$ cat src/rtl/ps2_kbd_arb_if.sv
// Pipelined Wishbone bundle used between the keyboard arbiter, its two
// requesters and the PS/2 keyboard slave.
interface if_wb;
    logic        cyc;
    logic        stb;
    logic        we;
    logic [3:0]  sel;
    logic [31:0] adr;
    logic [31:0] dat_w;
    logic [31:0] dat_r;
    logic        ack;
    logic        stall;

    modport slave (
        input  cyc, stb, we, sel, adr, dat_w,
        output ack, stall, dat_r
    );

    modport master (
        output cyc, stb, we, sel, adr, dat_w,
        input  ack, stall, dat_r
    );
endinterface

$ cat src/rtl/ps2_kbd_arb.sv
// Round-robin two-master Wishbone arbiter in front of the PS/2 keyboard slave,
// with a no-ack watchdog that aborts the cycle and drains stray slave acks.
module ps2_kbd_arb #(
    parameter int unsigned TIMEOUT = 16,
    parameter int unsigned DRAIN   = 4
) (
    input  logic       clk_i,
    input  logic       rst_n_i,
    if_wb.slave        m0,
    if_wb.slave        m1,
    if_wb.master       s,
    input  logic       to_clr_i,
    output logic [1:0] gnt_o,
    output logic       timeout_o,
    output logic       to_src_o,
    output logic [2:0] state_o
);

    localparam logic [2:0] S_IDLE  = 3'd0;
    localparam logic [2:0] S_GNT0  = 3'd1;
    localparam logic [2:0] S_GNT1  = 3'd2;
    localparam logic [2:0] S_ABORT = 3'd3;
    localparam logic [2:0] S_DRAIN = 3'd4;

    localparam int unsigned WD_W = (TIMEOUT > 2) ? $clog2(TIMEOUT) : 1;
    localparam int unsigned DR_W = (DRAIN > 1) ? $clog2(DRAIN) : 1;
    localparam logic [WD_W-1:0] WD_LAST = WD_W'(TIMEOUT - 1);
    localparam logic [DR_W-1:0] DR_LOAD = DR_W'(DRAIN - 1);

    logic [2:0]      state_q, state_d;
    logic            last_gnt_q, last_gnt_d;
    logic [WD_W-1:0] wd_q, wd_d;
    logic [DR_W-1:0] drain_q, drain_d;
    logic            timeout_q, timeout_d;
    logic            to_src_q, to_src_d;

    logic            req0;
    logic            req1;
    logic            own_cyc;

    // last_gnt_q is loaded on grant entry, so in GNT/ABORT/DRAIN it names
    // the master that owns (or just lost) the bus.
    always_comb begin
        req0       = m0.cyc & m0.stb;
        req1       = m1.cyc & m1.stb;
        own_cyc    = last_gnt_q ? m1.cyc : m0.cyc;
        state_d    = state_q;
        last_gnt_d = last_gnt_q;
        wd_d       = '0;
        drain_d    = '0;
        case (state_q)
            S_IDLE: begin
                if (req0 && (!req1 || last_gnt_q)) begin
                    state_d    = S_GNT0;
                    last_gnt_d = 1'b0;
                end else if (req1) begin
                    state_d    = S_GNT1;
                    last_gnt_d = 1'b1;
                end
            end
            S_GNT0, S_GNT1: begin
                if (!own_cyc) begin
                    state_d = S_IDLE;
                end else if (s.ack) begin
                    wd_d = '0;
                end else if (wd_q == WD_LAST) begin
                    state_d = S_ABORT;
                end else begin
                    wd_d = wd_q + WD_W'(1);
                end
            end
            S_ABORT: begin
                state_d = S_DRAIN;
                drain_d = DR_LOAD;
            end
            S_DRAIN: begin
                if (drain_q == '0) begin
                    state_d = S_IDLE;
                end else begin
                    drain_d = drain_q - DR_W'(1);
                end
            end
            default: begin
                state_d = S_IDLE;
            end
        endcase
    end

    // An abort in the same cycle as a clear request keeps the flag set.
    always_comb begin
        timeout_d = timeout_q;
        to_src_d  = to_src_q;
        if (state_q == S_ABORT) begin
            timeout_d = 1'b1;
            to_src_d  = last_gnt_q;
        end else if (to_clr_i) begin
            timeout_d = 1'b0;
        end
    end

    always_ff @(posedge clk_i or negedge rst_n_i) begin
        if (!rst_n_i) begin
            state_q    <= S_IDLE;
            last_gnt_q <= 1'b1;
            wd_q       <= '0;
            drain_q    <= '0;
            timeout_q  <= 1'b0;
            to_src_q   <= 1'b0;
        end else begin
            state_q    <= state_d;
            last_gnt_q <= last_gnt_d;
            wd_q       <= wd_d;
            drain_q    <= drain_d;
            timeout_q  <= timeout_d;
            to_src_q   <= to_src_d;
        end
    end

    // Bus steering is purely a function of the registered state, so reset
    // idles both sides immediately.
    always_comb begin
        s.cyc    = 1'b0;
        s.stb    = 1'b0;
        s.we     = 1'b0;
        s.sel    = '0;
        s.adr    = '0;
        s.dat_w  = '0;
        m0.ack   = 1'b0;
        m0.stall = 1'b1;
        m0.dat_r = '0;
        m1.ack   = 1'b0;
        m1.stall = 1'b1;
        m1.dat_r = '0;
        case (state_q)
            S_GNT0: begin
                s.cyc    = m0.cyc;
                s.stb    = m0.stb;
                s.we     = m0.we;
                s.sel    = m0.sel;
                s.adr    = m0.adr;
                s.dat_w  = m0.dat_w;
                m0.ack   = s.ack;
                m0.stall = s.stall;
                m0.dat_r = s.dat_r;
            end
            S_GNT1: begin
                s.cyc    = m1.cyc;
                s.stb    = m1.stb;
                s.we     = m1.we;
                s.sel    = m1.sel;
                s.adr    = m1.adr;
                s.dat_w  = m1.dat_w;
                m1.ack   = s.ack;
                m1.stall = s.stall;
                m1.dat_r = s.dat_r;
            end
            S_ABORT: begin
                m0.ack = ~last_gnt_q;
                m1.ack = last_gnt_q;
            end
            default: begin
            end
        endcase
    end

    assign gnt_o     = {state_q == S_GNT1, state_q == S_GNT0};
    assign timeout_o = timeout_q;
    assign to_src_o  = to_src_q;
    assign state_o   = state_q;

endmodule

$ cat src/flat_wrapper.sv
// flat-port wrapper written by rule: the top's interface ports become plain ports
module ps2_kbd_arb_flat 
#(
    parameter int unsigned TIMEOUT = 16,
    parameter int unsigned DRAIN   = 4
)
  (clk_i, rst_n_i, to_clr_i, gnt_o, timeout_o, to_src_o, state_o, m0_cyc, m0_stb, m0_we, m0_sel, m0_adr, m0_dat_w, m0_ack, m0_stall, m0_dat_r, m1_cyc, m1_stb, m1_we, m1_sel, m1_adr, m1_dat_w, m1_ack, m1_stall, m1_dat_r, s_cyc, s_stb, s_we, s_sel, s_adr, s_dat_w, s_ack, s_stall, s_dat_r);
  if_wb m0_i ();
  if_wb m1_i ();
  if_wb s_i ();
  input  logic clk_i;
  input  logic rst_n_i;
  input  logic to_clr_i;
  output logic [1:0] gnt_o;
  output logic timeout_o;
  output logic to_src_o;
  output logic [2:0] state_o;
  input wire logic [$bits(m0_i.cyc)-1:0] m0_cyc;
  input wire logic [$bits(m0_i.stb)-1:0] m0_stb;
  input wire logic [$bits(m0_i.we)-1:0] m0_we;
  input wire logic [$bits(m0_i.sel)-1:0] m0_sel;
  input wire logic [$bits(m0_i.adr)-1:0] m0_adr;
  input wire logic [$bits(m0_i.dat_w)-1:0] m0_dat_w;
  output wire logic [$bits(m0_i.ack)-1:0] m0_ack;
  output wire logic [$bits(m0_i.stall)-1:0] m0_stall;
  output wire logic [$bits(m0_i.dat_r)-1:0] m0_dat_r;
  input wire logic [$bits(m1_i.cyc)-1:0] m1_cyc;
  input wire logic [$bits(m1_i.stb)-1:0] m1_stb;
  input wire logic [$bits(m1_i.we)-1:0] m1_we;
  input wire logic [$bits(m1_i.sel)-1:0] m1_sel;
  input wire logic [$bits(m1_i.adr)-1:0] m1_adr;
  input wire logic [$bits(m1_i.dat_w)-1:0] m1_dat_w;
  output wire logic [$bits(m1_i.ack)-1:0] m1_ack;
  output wire logic [$bits(m1_i.stall)-1:0] m1_stall;
  output wire logic [$bits(m1_i.dat_r)-1:0] m1_dat_r;
  output wire logic [$bits(s_i.cyc)-1:0] s_cyc;
  output wire logic [$bits(s_i.stb)-1:0] s_stb;
  output wire logic [$bits(s_i.we)-1:0] s_we;
  output wire logic [$bits(s_i.sel)-1:0] s_sel;
  output wire logic [$bits(s_i.adr)-1:0] s_adr;
  output wire logic [$bits(s_i.dat_w)-1:0] s_dat_w;
  input wire logic [$bits(s_i.ack)-1:0] s_ack;
  input wire logic [$bits(s_i.stall)-1:0] s_stall;
  input wire logic [$bits(s_i.dat_r)-1:0] s_dat_r;
  assign m0_i.cyc = m0_cyc;
  assign m0_i.stb = m0_stb;
  assign m0_i.we = m0_we;
  assign m0_i.sel = m0_sel;
  assign m0_i.adr = m0_adr;
  assign m0_i.dat_w = m0_dat_w;
  assign m0_ack = m0_i.ack;
  assign m0_stall = m0_i.stall;
  assign m0_dat_r = m0_i.dat_r;
  assign m1_i.cyc = m1_cyc;
  assign m1_i.stb = m1_stb;
  assign m1_i.we = m1_we;
  assign m1_i.sel = m1_sel;
  assign m1_i.adr = m1_adr;
  assign m1_i.dat_w = m1_dat_w;
  assign m1_ack = m1_i.ack;
  assign m1_stall = m1_i.stall;
  assign m1_dat_r = m1_i.dat_r;
  assign s_cyc = s_i.cyc;
  assign s_stb = s_i.stb;
  assign s_we = s_i.we;
  assign s_sel = s_i.sel;
  assign s_adr = s_i.adr;
  assign s_dat_w = s_i.dat_w;
  assign s_i.ack = s_ack;
  assign s_i.stall = s_stall;
  assign s_i.dat_r = s_dat_r;
  ps2_kbd_arb #(.TIMEOUT(TIMEOUT), .DRAIN(DRAIN)) u_core (.clk_i(clk_i), .rst_n_i(rst_n_i), .m0(m0_i), .m1(m1_i), .s(s_i), .to_clr_i(to_clr_i), .gnt_o(gnt_o), .timeout_o(timeout_o), .to_src_o(to_src_o), .state_o(state_o));
endmodule
$ cat config.mk
export PLATFORM = sky130hd
export DESIGN_NAME = ps2_kbd_arb_flat
export DESIGN_NICKNAME = d
export VERILOG_FILES = /design/src/rtl/ps2_kbd_arb_if.sv /design/src/rtl/ps2_kbd_arb.sv /design/src/flat_wrapper.sv
export SDC_FILE = /design/constraint.sdc
export NUM_CORES = 1
export LEC_CHECK = 0
export CELL_PAD_IN_SITES_DETAIL_PLACEMENT = 0
export CELL_PAD_IN_SITES_GLOBAL_PLACEMENT = 1
export CORE_MARGIN = 3
export CORE_UTILIZATION = 11
export DETAILED_ROUTE_END_ITERATION = 6
export GPL_TIMING_DRIVEN = 0
export PLACE_DENSITY = 0.84
export SLEW_MARGIN = 30
export SYNTH_ARGS = -nofsm -noshare
export SYNTH_HDL_FRONTEND = slang
export SYNTH_SLANG_ARGS = --single-unit
$ cat constraint.sdc
create_clock -name clk_i -period 2 [get_ports clk_i]
set_input_delay 0.2 -clock clk_i [delete_from_list [all_inputs] [get_ports clk_i]]
set_output_delay 0.2 -clock clk_i [all_outputs]
set_load 0.01 [all_outputs]
==> flow_summary.ini, run 1 <==
[timing]
final-hold-violation-count = 0
slew-limit-headroom = 0.633
drv_slew = 0
fmax_ghz = 0.504
setup_viol = 0
clock_skew_ns = 0.00120
finalCriticalPeriod_ns = 1.98
fin_crit_sh = 0.992
worst_pin_slew_ns = 0.548
rsz0062_at_grt = yes

[clocking]
cts_tree = yes
cts_hold_buffers = 0
cts_max_level = 1
cts_buffers = 3
clkTransAtPathRegs_ns = 0.04
insertion_delay_ns = 0.23
root_buffer = clkbuf_16
clkSinkCount = 12
cts_buffer_depth = 2

[cells_and_area]
finalNonFillerCells = 783
layout.nets = 753
areaGrowthSynthToFinish_pct = 207
final_cell_mix = clkdlybuf4s50_1 (186), a22o_1 (70), and2_1 (58)
multi_input_area_um2 = 1380
nFillCells = 1621
num_antenna_cells = 0
drive_gt1_frac = 0.274
layout_commonest_cell = clkdlybuf4s50_1
ff_latch_area_um2 = 303

[synth]
synth_nets = 402
ys.flop_type = dfrtp_1
avgSynthCellArea_um2 = 7.87
yosys_warnings = 0
synth-seq-cells = 12
synth.distinct_cells = 31
synth_top_cells_by_area = a22o_1 (36%), and2_1 (23%), dfrtp_1 (16%)
yosysSeqAreaShare = 0.173
synth_edf_count = 0
yosysTopAreaCell = a22o_1
synth_top_area_frac = 0.356
syn_area_um2 = 1750
netlist_instances = 222
async_reset_ff_frac = 1.00

[floorplanning]
io-pin-count = 325
initial_core_util = 0.114
die-area_um2 = 17400
row_count = 45
fp.dieH_um = 132
die_x_um = 132
core_region_area_um2 = 15400

[global_route]
antenna_found_initial = 1
grt_usage = 0.156
met3_usage = 0.0615
grt_remaining_overflow = 0
gr-usage-met1 = 0.195
grt_pass1_vias = 3380
grtUsageMet2 = 0.264
grt.busiest_layer = met2
grt_pass1_wl_mm = 21.3
grt_max_degree = 13

[power]
p_per_area_nw_per_um2 = 1170
leakagePower_nw = 2.57
ir_drop_uv = 409
power.total_mw = 6.28

[place]
io_buffers = 324
place.gp.congestion = 0.878
dp_hpwl_mm = 12.3
placed_cells = 757

[worst_setup_path]
r2r-start = u_core.state_o[0]
cpMaxStageDelayCell = dfrtp_2
worstSetupStartpointType = flip-flop
regToRegSetupSlack_ns = 0.17
worstSetupStartpoint = u_core.state_o[2]
cp.required_ns = 1.80
arrival_ns = 1.78
cp_common_cell = buf_6
r2r-end = u_core.wd_q[0]
cpPeakStageDelay_ns = 0.42
reg2regPathDepth = 7
setup.worst_path.class = flip-flop to primary output
crit_path_end_kind = primary output
crit_fanout = 5
crit_chain = nand2b_4 > nor2_4 > buf_6 > buf_6 > buf_6 > clkbuf_16 > a22o_1 > buf_2

[route]
vias = 3196
firstDrtPassIters = 4
drtIter0Drc = 86
vias_per_cell = 4.08
drcViolationCount = 0
wl_per_cell_um = 18.8
postRouteAntennaNets = 0
drt_wl_total_mm = 14.7

[job]
drv_cap = 0

[status]
status = finished clean

[min_path]
hp-class = primary input to asynchronous set/reset pin
[critical path: cells and delay by family, from the launching register on]
| kind | cells | cell delay, ns |
|---|---|---|
| buffers and inverters | 5 | 0.62 |
| DFF | 1 | 0.42 |
| and+or+nand+nor | 2 | 0.35 |
| AOI/OAI and AO/OA | 1 | 0.15 |
[final cells by class]
| type | instances | share of cell area |
|---|---|---|
| well taps | 211 | 0.0492 |
| plain buffers | 22 | 0.0529 |
| multi-input cells | 182 | 0.256 |
| inverters | 3 | 0.00210 |
| repair buffers | 349 | 0.568 |
| clock buffers | 4 | 0.0147 |
| flip-flops and latches | 12 | 0.0564 |
[metrics by stage]
| stage | utilization | TNS, ns | hold WS (ns) | area (um2) | setup WS, ns |
|---|---|---|---|---|---|
| finish | 0.349 | 0 | 0.325 | 5370 | 0.0169 |
| global route | 0.349 | -0.800 | 0.378 | 5370 | -0.0639 |
| CTS | 0.355 | -0.786 | 0.338 | 5460 | -0.117 |
| detailed placement | 0.342 | -97.75 | 0.456 | 5260 | -0.989 |
| global placement | 0.342 | -96.89 | 0.443 | 5260 | -1.00 |
| floorplan | - | 0 | -0.0956 | 1750 | 0.270 |
[sequential cells by signal, summed over array words and instances, names as in the netlist]
name               flops
u_core.state_o         3
u_core.timeout_o       1
u_core.to_src_o        1
u_core.last_gnt_q      1
u_core.drain_q         2
u_core.wd_q            4
[cells by family after synthesis]
group | count (synthesis) | share of synthesized area
AND/OR/NAND/NOR | 92 | 0.313
AO/OA/AOI/OAI | 83 | 0.404
buffers and inverters | 28 | 0.0709
flip-flops | 12 | 0.173
XOR/XNOR | 3 | 0.0150
multiplexers | 3 | 0.0172
adder cells (fa/ha/maj) | 1 | 0.00716
[worst max-delay path by stage]
stage / end / slack, ns / cells after the start
after floorplan: s_adr[10] / 0.27 / 5
after global placement: m0_dat_r[8] / -1.00 / 6
after detailed placement: m0_dat_r[8] / -0.99 / 6
after CTS: m0_dat_r[0] / -0.12 / 8
after global routing: s_adr[29] / -0.06 / 8
final: s_adr[7] / 0.02 / 8
[layer usage]
layer	vias to the layer above	wire (um)
met2	186	6880
met4	2	106
met5	-	8
li1	1526	-
met3	10	1520
met1	1472	6210
[Yosys cell counts (2+ instances only)]
master	number
nand2_1	4
or3_1	3
xnor2_1	2
nand2b_1	2
buf_4	2
nor2_1	7
dfrtp_1	11
a21boi_0	2
mux2i_1	3
and2_1	64
buf_2	9
clkbuf_1	14
o21ai_0	4
nand3_1	5
inv_1	3
a22o_1	71
nor3_1	2
[power breakdown]
part	switching (mW)	leakage [nW]	internal, mW
sequential	0.0686	0.156	0.334
combinational	2.59	2.38	2.93
clock	0.0960	0.0382	0.267
[timing repair]
action,CTS,global route
pin swaps,8,13
buffers inserted,17,4
cloned,3,1
gates resized for setup,417,79
endpoints found under the setup margin,137,92
Note: power is estimated with default switching activity, not from simulation.
==> run 2: changes to the inputs <==
--- a/config.mk
+++ b/config.mk
@@ -7,6 +7,7 @@
 export LEC_CHECK = 0
 export CELL_PAD_IN_SITES_DETAIL_PLACEMENT = 0
 export CELL_PAD_IN_SITES_GLOBAL_PLACEMENT = 1
+export CORE_ASPECT_RATIO = 0.9
 export CORE_MARGIN = 3
 export CORE_UTILIZATION = 11
 export DETAILED_ROUTE_END_ITERATION = 6
@@ -16,3 +17,4 @@
 export SYNTH_ARGS = -nofsm -noshare
 export SYNTH_HDL_FRONTEND = slang
 export SYNTH_SLANG_ARGS = --single-unit
+export TNS_END_PERCENT = 30
==> flow_summary.ini, run 2 (synthesized netlist as in run 1, its figures left out) <==
[status]
status = finished with violations
failed_checks = setup timing

[global_route]
antenna_found_initial = 0
grt_pass1_wl_mm = 18.7
grt_remaining_overflow = 0
grt_usage = 0.134
grt_pass1_vias = 3202
grt_max_degree = 13

[route]
drtIter0Drc = 118
vias_per_cell = 4.14
drcViolationCount = 0
firstDrtPassIters = 5
vias = 3176
wl_per_cell_um = 17.1
postRouteAntennaNets = 0
drt_wl_total_mm = 13.1

[power]
leakagePower_nw = 2.78
ir_drop_uv = 417
p_per_area_nw_per_um2 = 1120

[cells_and_area]
final_cell_mix = clkdlybuf4s50_1 (187), a22o_1 (71), and2_1 (63)
largest_reg_flops = 4
ff_latch_area_um2 = 303
final_util = 0.347
drive_gt1_frac = 0.221
multi_input_area_um2 = 1360
layout_commonest_cell = clkdlybuf4s50_1
nFillCells = 1595
layout.nets = 747
finalNonFillerCells = 768
areaGrowthSynthToFinish_pct = 207
num_antenna_cells = 0
largest-register = u_core.wd_q

[min_path]
hp-class = primary input to asynchronous set/reset pin

[timing]
clock_skew_ns = 0.00311
fmax_ghz = 0.496
drv_slew = 0
rsz0062_at_grt = yes
fin_ws_ns = -0.0164
whs_ns = 0.310
finalCriticalPeriod_ns = 2.02
final-hold-violation-count = 0
setup_viol = 1
fin_crit_sh = 1.01
slew-limit-headroom = 0.648
worst_pin_slew_ns = 0.526

[floorplanning]
io-pin-count = 325
core_region_area_um2 = 15500
row_count = 43
die-area_um2 = 17400
initial_core_util = 0.113
die_x_um = 139
fp.dieH_um = 126

[worst_setup_path]
crit_fanout = 10
worstSetupStartpointType = flip-flop
setup.worst_path.class = flip-flop to primary output
crit_path_end_kind = primary output
cp.required_ns = 1.80
arrival_ns = 1.82

[clocking]
cts_hold_buffers = 0
clkSinkCount = 12
cts_tree = yes
cts_buffer_depth = 2
cts_max_level = 1
root_buffer = clkbuf_16
cts_buffers = 3
insertion_delay_ns = 0.24
clkTransAtPathRegs_ns = 0.04

[place]
dp_hpwl_mm = 11.1
placed_cells = 748
io_buffers = 324
place.gp.congestion = 0.974

[job]
drv_cap = 0
-- run 2: path summary, 6_finish.rpt --
check	end	cells past startpoint	from	slack, ns
setup / recovery	s_adr[13]	8	u_core.state_o[1]	-0.02
setup reg to reg	u_core.wd_q[3]	7	u_core.state_o[1]	0.17
hold reg to reg	u_core.wd_q[0]	1	u_core.wd_q[0]	0.46
max in group asynchronous	u_core.state_o[2]	1	rst_n_i	1.31
min in group clk_i	u_core.wd_q[0]	1	u_core.wd_q[0]	0.46
hold / removal	u_core.timeout_o	1	rst_n_i	0.31
-- run 2: final cells by class --
type	count	share of cell area
buffer	24	0.0517
clock buffer	4	0.0147
inverter	3	0.00210
multi-input combinational	182	0.252
sequential	12	0.0564
tap	202	0.0471
timing repair buffer	341	0.576
-- run 2: what timing repair did --
action,in CTS,in global routing
endpoints found under the setup margin,137,102
resized for setup,203,161
cloned,0,0
setup buffers,10,7
pin swaps,2,2
-- run 2: through the flow --
step	setup slack, ns	setup TNS [ns]	area, um2	total power, mW
2_1_floorplan	0.270	0	1750	2.67
3_3_place_gp	-0.949	-88.41	5240	5.70
4_1_cts	-0.246	-4.70	5480	6.14
5_1_grt	-0.0817	-0.0980	5370	6.44
6_report	-0.0164	-0.0164	5370	6.03
3_5_place_dp	-1.00	-93.46	5240	5.74
-- run 2: per-layer routing --
layer | share of wire | vias up | GRT usage
met5 | 0 | - | 0
met4 | 0.017 | 0 | 0.0345
met3 | 0.082 | 21 | 0.0298
met2 | 0.50 | 195 | 0.241
met1 | 0.40 | 1449 | 0.163
li1 | - | 1511 | -
-- run 2: where the power goes --
group	switching [mW]	total (mW)	internal [mW]
logic	2.43	5.26	2.84
registers	0.0673	0.401	0.333
clock network	0.100	0.368	0.268
total	2.59	6.03	3.44
-- run 2: worst max-delay path, stage by stage (launching register included) --
cell and delay, ns:
dfrtp_1 0.38, buf_6 0.14, nand2b_4 0.06, nor2_4 0.14, buf_8 0.14, buf_4 0.13
clkbuf_8 0.16, a22o_1 0.17, clkdlybuf4s15_2 0.25
==> run 3: changes to the inputs <==
--- a/config.mk
+++ b/config.mk
@@ -9,11 +9,10 @@
 export CELL_PAD_IN_SITES_GLOBAL_PLACEMENT = 1
 export CORE_ASPECT_RATIO = 0.9
 export CORE_MARGIN = 3
-export CORE_UTILIZATION = 11
+export CORE_UTILIZATION = 10
 export DETAILED_ROUTE_END_ITERATION = 6
 export GPL_TIMING_DRIVEN = 0
-export PLACE_DENSITY = 0.84
-export SLEW_MARGIN = 30
+export PLACE_DENSITY = 0.81
 export SYNTH_ARGS = -nofsm -noshare
 export SYNTH_HDL_FRONTEND = slang
 export SYNTH_SLANG_ARGS = --single-unit
==> constraint.sdc (replaced) <==
create_clock -name clk_i -period 1.65 [get_ports clk_i]
set_input_delay 0.165 -clock clk_i [delete_from_list [all_inputs] [get_ports clk_i]]
set_output_delay 0.165 -clock clk_i [all_outputs]
set_load 0.01 [all_outputs]
==> flow_summary.ini, run 3 (synthesized netlist as in run 1, its figures left out) <==
[clocking]
clkTransAtPathRegs_ns = 0.04
cts_max_level = 1
root_buffer = clkbuf_16
clkSinkCount = 12
cts_buffer_depth = 2
cts_buffers = 3
cts_tree = yes
insertion_delay_ns = 0.24

[route]
postRouteAntennaNets = 0
firstDrtPassIters = 4
wl_per_cell_um = 16.9
drtIter0Drc = 64
drt_wl_total_mm = 13.9
drcViolationCount = 0
vias_per_cell = 3.89
vias = 3203

[status]
status = finished with violations
failed_checks = setup timing

[cells_and_area]
areaGrowthSynthToFinish_pct = 235
drive_gt1_frac = 0.413
layout_commonest_cell = clkdlybuf4s50_1
final_cell_area_um2 = 5850
final_cell_mix = clkdlybuf4s50_1 (183), buf_2 (97), a22o_1 (70)
largest-register = u_core.wd_q
num_antenna_cells = 0
layout.nets = 769
largest_reg_flops = 4

[power]
p_per_area_nw_per_um2 = 1510
leakagePower_nw = 2.72
power.total_mw = 8.81
ir_drop_uv = 548

[timing]
fin_crit_sh = 1.12
finalCriticalPeriod_ns = 1.85
worst_pin_slew_ns = 0.532
fmax_ghz = 0.541
rsz0062_at_grt = yes
clock_skew_ns = 0.00345
fin_ws_ns = -0.199
slew-limit-headroom = 0.644
setup_viol = 138
final-hold-violation-count = 0
drv_slew = 0

[floorplanning]
core_region_area_um2 = 17000
row_count = 45
die_x_um = 145
fp.dieH_um = 131
initial_core_util = 0.103
die-area_um2 = 19100
io-pin-count = 325

[place]
post_dp_cell_area_um2 = 5290
place.gp.congestion = 0.804
dp_hpwl_mm = 10.9
io_buffers = 324

[worst_setup_path]
crit_chain = buf_6 > nand2b_4 > nor2_4 > buf_12 > buf_6 > buf_6 > buf_6 > a22o_1 > buf_2
crit_path_end_kind = primary output
cpPeakStageDelay_ns = 0.38
cp_common_cell = buf_6
setup.worst_path.class = flip-flop to primary output
cpMaxStageDelayCell = dfrtp_1
cp.required_ns = 1.48
arrival_ns = 1.68
crit_fanout = 6
worstSetupStartpointType = flip-flop

[min_path]
hp-class = primary input to asynchronous set/reset pin

[global_route]
grt_remaining_overflow = 0
grt_pass1_wl_mm = 19.6
grt_pass1_vias = 3070
grt_max_degree = 13
antenna_found_initial = 0
grt_usage = 0.127

[job]
drv_cap = 0
[run 3: cell count changes in the layout (fill, tap and decap cells not counted), moves of 5 or more]
cell / before / now
clkdlybuf4s15_1: 13 / 0
buf_8: 3 / 12
dlygate4sd2_1: 29 / 1
dlymetal6s2s_1: 23 / 0
clkbuf_8: 7 / 2
and2_1: 63 / 41
clkbuf_2: 62 / 1
buf_2: 4 / 97
buf_6: 10 / 44
clkbuf_16: 3 / 15
buf_12: 1 / 6
and2_4: 1 / 23
[run 3: critical path, delay by kind of cell (launching register included)]
kind | cells | cell delay (ns)
AOI/OAI and AO/OA | 1 | 0.18
buffers and inverters | 6 | 0.75
DFF | 1 | 0.38
and+or+nand+nor | 2 | 0.14
[run 3: cell type report]
type	instances	area (um2)
multi-input combinational	182	1450
sequential	12	303
tap	235	294
fill	1779	11200
inverter	3	11.3
clock buffer	4	78.8
buffer	19	322
timing repair buffer	368	3390
[run 3: final timing paths]
kind,cells past startpoint,from,slack (ns),to
max in group asynchronous,1,rst_n_i,0.98,u_core.state_o[2]
max,9,u_core.state_o[1],-0.20,s_dat_w[30]
min reg2reg,1,u_core.wd_q[0],0.47,u_core.wd_q[0]
min in group clk_i,1,u_core.wd_q[0],0.47,u_core.wd_q[0]
max reg2reg,7,u_core.state_o[0],-0.18,u_core.wd_q[0]
min,1,rst_n_i,0.28,u_core.wd_q[0]
[run 3: timing repair]
item,in CTS,in global routing
pin swaps,17,39
hold buffers,0,0
setup buffers,21,12
setup endpoints to repair,144,146
gates cloned,4,9
gates resized for setup,641,88
[run 3: through the flow]
step	hold WS, ns	instances	setup TNS [ns]	utilization	worst slack [ns]
after floorplan	-0.131	222	-0.118	-	-0.0168
after global placement	0.449	781	-141.61	0.311	-1.36
after detailed placement	0.449	781	-140.08	0.311	-1.34
after CTS	0.296	810	-28.22	0.321	-0.297
after global routing	0.321	823	-24.34	0.344	-0.280
final	0.280	823	-14.26	0.344	-0.199
[run 3: where the power goes]
group,leakage (nW),total (mW),internal [mW],switching [mW]
sequential,0.156,0.482,0.404,0.0781
clock,0.0382,0.440,0.324,0.116
combinational,2.53,7.88,4.53,3.35
total,2.72,8.81,5.26,3.54
[run 3: routing by layer]
layer / vias to the layer above / routed length [um] / global-route usage
li1: 1566 / - / -
met1: 1464 / 5880 / 0.159
met2: 160 / 6900 / 0.225
met3: 13 / 947 / 0.0314
met4: 0 / 195 / 0.0200
met5: - / 0 / 0
